`src/rtl/cpu_pkg.sv`:
```
// Shared types and constants for the integer-core pipeline control logic.
package cpu_pkg;

  localparam int unsigned HZ_RD_W = 5;

  localparam logic [1:0] FWD_REGFILE = 2'b00;
  localparam logic [1:0] FWD_EX      = 2'b01;
  localparam logic [1:0] FWD_MEM     = 2'b10;

  typedef struct packed {
    logic               valid;
    logic [HZ_RD_W-1:0] rd;
    logic               wr;
    logic               late;
  } hz_slot_t;

  // x0 is hard-wired zero, so a slot targeting it never produces a hazard.
  function automatic logic slot_hit(input hz_slot_t s, input logic [HZ_RD_W-1:0] rs);
    return s.valid && s.wr && (s.rd != '0) && (s.rd == rs);
  endfunction

endpackage

```
`src/rtl/hazard_mul_timer.sv`:
```
// Multi-cycle multiply countdown; busy while extra EX cycles remain.
module hazard_mul_timer #(
  parameter int unsigned MUL_LATENCY = 3
) (
  input  logic clk,
  input  logic rstn,
  input  logic load,
  output logic busy
);

  localparam int unsigned CW = 4;

  logic [CW-1:0] count;

  always_ff @(posedge clk or negedge rstn) begin
    if (!rstn) begin
      count <= '0;
    end else if (count != '0) begin
      count <= count - 1'b1;
    end else if (load) begin
      count <= CW'(MUL_LATENCY - 1);
    end
  end

  assign busy = (count != '0);

endmodule

```
`src/rtl/hazard_unit.sv`:
```
// Pipeline interlock: stall/bubble/flush and forwarding selects for the 5-stage core.
// Optional performance counters are enabled by defining HAZARD_PERF_CNT_EN.
module hazard_unit
  import cpu_pkg::*;
#(
  parameter int unsigned MUL_LATENCY = 3,
  parameter int unsigned REG_ADDR_W  = 5
) (
  input  logic                  clk,
  input  logic                  rstn,
  input  logic                  id_valid,
  input  logic [REG_ADDR_W-1:0] id_rs1,
  input  logic [REG_ADDR_W-1:0] id_rs2,
  input  logic                  id_use_rs1,
  input  logic                  id_use_rs2,
  input  logic [REG_ADDR_W-1:0] id_rd,
  input  logic                  id_reg_write,
  input  logic                  id_is_hazard_0,
  input  logic                  id_is_multiply,
  input  logic                  ex_taken,
  output logic                  stall,
  output logic                  bubble,
  output logic                  flush,
  output logic [1:0]            fwd_rs1,
  output logic [1:0]            fwd_rs2,
  output logic                  mul_busy
`ifdef HAZARD_PERF_CNT_EN
  ,
  output logic [31:0]           stall_cycles,
  output logic [31:0]           flush_count
`endif
);

  hz_slot_t           ex_slot, mem_slot, id_slot;
  logic [HZ_RD_W-1:0] rs1, rs2;
  logic               ex_hit1, ex_hit2, mem_hit1, mem_hit2, late_hit;
  logic               busy, active, mul_load;
  logic               stall_i, bubble_i, flush_i;
  logic [1:0]         fwd1_i, fwd2_i;

  assign rs1 = HZ_RD_W'(id_rs1);
  assign rs2 = HZ_RD_W'(id_rs2);

  assign ex_hit1  = id_valid && id_use_rs1 && slot_hit(ex_slot, rs1);
  assign ex_hit2  = id_valid && id_use_rs2 && slot_hit(ex_slot, rs2);
  assign mem_hit1 = id_valid && id_use_rs1 && slot_hit(mem_slot, rs1);
  assign mem_hit2 = id_valid && id_use_rs2 && slot_hit(mem_slot, rs2);
  assign late_hit = (ex_hit1 || ex_hit2) && ex_slot.late;

  always_comb begin
    stall_i  = 1'b0;
    bubble_i = 1'b0;
    flush_i  = 1'b0;
    if (busy) begin
      stall_i = 1'b1;
    end else if (ex_taken) begin
      flush_i  = 1'b1;
      bubble_i = 1'b1;
    end else if (late_hit) begin
      stall_i  = 1'b1;
      bubble_i = 1'b1;
    end
  end

  // A late EX match shadows MEM: the MEM value is older than the pending result.
  always_comb begin
    fwd1_i = FWD_REGFILE;
    fwd2_i = FWD_REGFILE;
    if (ex_hit1)       fwd1_i = ex_slot.late ? FWD_REGFILE : FWD_EX;
    else if (mem_hit1) fwd1_i = FWD_MEM;
    if (ex_hit2)       fwd2_i = ex_slot.late ? FWD_REGFILE : FWD_EX;
    else if (mem_hit2) fwd2_i = FWD_MEM;
  end

  always_comb begin
    id_slot       = '0;
    id_slot.valid = id_valid && !bubble_i;
    id_slot.rd    = HZ_RD_W'(id_rd);
    id_slot.wr    = id_reg_write;
    id_slot.late  = id_is_hazard_0;
    if (!id_slot.valid) id_slot = '0;
  end

  assign mul_load = !busy && id_valid && id_is_multiply && !bubble_i;

  hazard_mul_timer #(.MUL_LATENCY(MUL_LATENCY)) u_mul_timer (
    .clk  (clk),
    .rstn (rstn),
    .load (mul_load),
    .busy (busy)
  );

  always_ff @(posedge clk or negedge rstn) begin
    if (!rstn) begin
      ex_slot  <= '0;
      mem_slot <= '0;
      active   <= 1'b0;
    end else begin
      active <= 1'b1;
      if (!busy) begin
        mem_slot <= ex_slot;
        ex_slot  <= id_slot;
      end
    end
  end

  // Outputs stay quiet from reset until the first edge after release.
  assign stall    = active && stall_i;
  assign bubble   = active && bubble_i;
  assign flush    = active && flush_i;
  assign fwd_rs1  = active ? fwd1_i : FWD_REGFILE;
  assign fwd_rs2  = active ? fwd2_i : FWD_REGFILE;
  assign mul_busy = active && busy;

`ifdef HAZARD_PERF_CNT_EN
  always_ff @(posedge clk or negedge rstn) begin
    if (!rstn) begin
      stall_cycles <= '0;
      flush_count  <= '0;
    end else begin
      if (stall) stall_cycles <= stall_cycles + 32'd1;
      if (flush) flush_count  <= flush_count + 32'd1;
    end
  end
`endif

endmodule
```
`config.mk`:
```
export PLATFORM = sky130hd
export DESIGN_NAME = hazard_unit
export DESIGN_NICKNAME = d
export VERILOG_FILES = /design/src/rtl/cpu_pkg.sv /design/src/rtl/hazard_mul_timer.sv /design/src/rtl/hazard_unit.sv
export SDC_FILE = /design/constraint.sdc
export NUM_CORES = 1
export LEC_CHECK = 0
export CAP_MARGIN = 20
export CORE_MARGIN = 8
export CORE_UTILIZATION = 29
export CTS_CLUSTER_DIAMETER = 150
export DETAILED_ROUTE_END_ITERATION = 16
export GPL_TIMING_DRIVEN = 0
export SETUP_SLACK_MARGIN = 0.05
export SYNTH_ARGS = -nofsm -noshare
export SYNTH_HDL_FRONTEND = slang
export SYNTH_SLANG_ARGS = --single-unit
```
`constraint.sdc`:
```
create_clock -name clk -period 2.6 [get_ports clk]
set_input_delay 0.26 -clock clk [delete_from_list [all_inputs] [get_ports clk]]
set_output_delay 0.26 -clock clk [all_outputs]
set_load 0.05 [all_outputs]
```
==> results.cfg <==
[drt]
first_pass_iters = 4
route.detailed.drc = 0
drt_iter0_markers = 50
drt-vias-per-instance = 4.94
postRouteAntennaNets = 0
vias = 978
wire_per_inst_um = 14.9
drt_wl_total_um = 2950

[outcome]
status = finished clean

[placement]
preCtsSetupSlack_ns = -0.532
gp_congestion = 0.859
port_buffers = 31
dp_hpwl_um = 2370

[min_path]
hold_path.startpoint = mem_slot[1]
min_path_cells = 2
hp-class = register to register
min_to = mem_slot[1]

[sta]
finalWorstSetupSlack_ns = 0.142
grt_setup_unrepaired = no
worstMarginPinSlew_ns = 0.889
max_freq_ghz = 0.407
setup_viol = 0
min_period_over_period = 0.945
hold_viol = 0
min_period_ns = 2.46
holdWs_ns = 0.483
skew_ns = 0.00327
slew_viol_final = 0
slew_headroom = 0.405

[synth]
synth-seq-cells = 20
synth_edf_count = 0
synth_area_um2 = 1140
synth_nets = 139
ys_seq_area_frac = 0.440
netlist_instances = 114
yosysUniqueCellTypes = 29
yosys_warnings = 0
synth_top_flop_cell = dfrtp_1
synth_area_per_cell_um2 = 9.98
synthArstFlopShare = 1.00

[finish]
syn_to_final_growth_pct = 37.6
drive_gt1_frac = 0.113
fill_cells = 374
n_antenna_cell = 0
nets = 176

[setup_path]
path_class = primary input to output pin
crit_path_end_kind = output pin
critical_path.max_fanout = 4
cp-start-kind = primary input
r2r_end = ex_slot[2]
slowest_delay_ns = 0.57
ff2ff_setup_slack_ns = 0.23
critical_path.slowest_cell = or4_4
critPathRequiredTime_ns = 2.34
cp_cell_sequence = clkdlybuf4s50_1 -> xnor2_1 -> nand4_1 -> or4_4 -> a21boi_4 -> o211a_1 -> buf_4
r2r_cells = 7
arrival_ns = 2.20
r2r_start = ex_slot[3]

[flow_run]
maxCapViolations = 0

[clock_tree]
insertion_delay_ns = 0.26
clk_path_buf_depth = 2
cts_tree = built
clk_pin_slew_ns = 0.07
cts.hold.buffers_added = 0
h-tree-depth = 1
cts_num_sinks = 20
root_buffer = clkbuf_8
cts_buffers = 3

[die]
rows = 22
start_util = 0.306
ios = 32
core_area_um2 = 3720
die_y_um = 78.6
die_area_um2 = 6180
fp.dieW_um = 78.6

[grt]
grt_max_degree = 21
antenna_found_initial = 0
grt_pass1_vias = 1007
grt.overflow.total = 0
grt_pass1_wl_um = 4880
grtUsageTotal = 0.100

[pwr]
p_per_area_nw_per_um2 = 846
vdd_drop_max_mv = 0.191
leakage_nw = 0.710
[flip-flops by register name, summed over array words and instances (netlist names)]
signal             cells
active                 1
mem_slot               7
ex_slot                8
u_mul_timer.count      4
[worst max path at each step]
stage | start | end | slack (ns) | cells after the start
2_1_floorplan | ex_slot[2] | fwd_rs2[0] | 0.45 | 4
3_3_place_gp | id_rs1[2] | stall | -0.52 | 7
3_5_place_dp | id_rs1[2] | stall | -0.53 | 7
6_report | id_rs2[0] | bubble | 0.14 | 7
5_1_grt | id_rs1[2] | bubble | 0.06 | 7
4_1_cts | u_mul_timer.count[0] | mul_busy | 0.06 | 5
[critical path, delay by kind of cell]
family / cells / cell delay, ns
buf+inv: 2 / 0.72
simple gates: 2 / 0.70
compound gates: 2 / 0.36
xor+xnor: 1 / 0.16
[area by class of cell]
cell class	instances	area, um2	share of cell area
inverters	4	15.0	0.00959
flip-flops and latches	20	500	0.320
multi-input cells	88	614	0.392
clock buffers	4	55.1	0.0352
repair buffers	32	313	0.200
plain buffers	2	7.51	0.00480
well taps	48	60.1	0.0384
[Yosys cell counts, types with 2 or more instances]
master    number  area [um2]
nand2_1       24        90.1
dfrtp_1       20         500
xnor2_1       16         140
a22o_1         7        61.3
and2_1         4        25.0
inv_1          4        15.0
nand4_1        4        25.0
xor2_1         4        35.0
nand3_1        3        15.0
nor2_1         3        11.3
a21o_1         2        15.0
clkbuf_1       2        7.51
mux2i_1        2        20.0
nor4_1         2        12.5
or4_1          2        15.0
or4_4          2        22.5
[logic make-up (layout without fill, tap and decap cells)]
group,count (synthesis),in the layout,share of synthesized area
AOI/OAI and AO/OA,16,16,0.128
xor gates and xnor gates,20,20,0.154
adders and majority gates,1,1,0.0110
buffers and inverters,6,42,0.0198
DFF,20,20,0.440
muxes,2,2,0.0176
other,1,1,0.00330
and+or+nand+nor,48,48,0.227
[through the flow]
| step | power [mW] | cells | area [um2] | utilization | setup TNS (ns) |
|---|---|---|---|---|---|
| finish | 1.32 | 198 | 1570 | 0.421 | 0 |
| detailed placement | 1.11 | 193 | 1510 | 0.406 | -1.83 |
| CTS | 1.34 | 197 | 1560 | 0.420 | 0 |
| global route | 1.43 | 198 | 1570 | 0.421 | 0 |
| global placement | 1.08 | 193 | 1510 | 0.406 | -1.67 |
| floorplan | 0.924 | 114 | 1140 | - | 0 |
[layout by cell type, fill, tap and decap left out, drive strengths merged, types with 3 or more instances in the layout]
cell	Yosys	layout
xor2	4	4
clkdlybuf4s15	0	3
inv	4	4
xnor2	16	16
buf	0	3
nor2	3	3
nand4	4	4
a22o	7	7
nand2	24	24
clkdlybuf4s50	0	23
and2	4	4
clkbuf	2	8
or4	4	4
nand3	3	3
dfrtp	20	20
[per-layer routing]
| layer | vias up | GRT usage | wire (um) |
|---|---|---|---|
| met5 | - | 0 | 0 |
| met4 | 0 | 0.0870 | 135 |
| met3 | 9 | 0.0205 | 148 |
| met2 | 27 | 0.161 | 1390 |
| met1 | 468 | 0.111 | 1270 |
| li1 | 474 | - | - |
[repair_timing]
| item | 4_1_cts | 5_1_grt |
|---|---|---|
| pin swaps | 0 | 1 |
| buffers inserted | 0 | 1 |
| endpoints found under the setup margin | 7 | 5 |
| gates resized for setup | 24 | 5 |
[report_power, final]
group	internal [mW]	switching [mW]
sequential	0.424	0.130
combinational	0.264	0.271
clock	0.135	0.0991
total	0.823	0.501
Note: power is estimated with default switching activity, not from simulation.
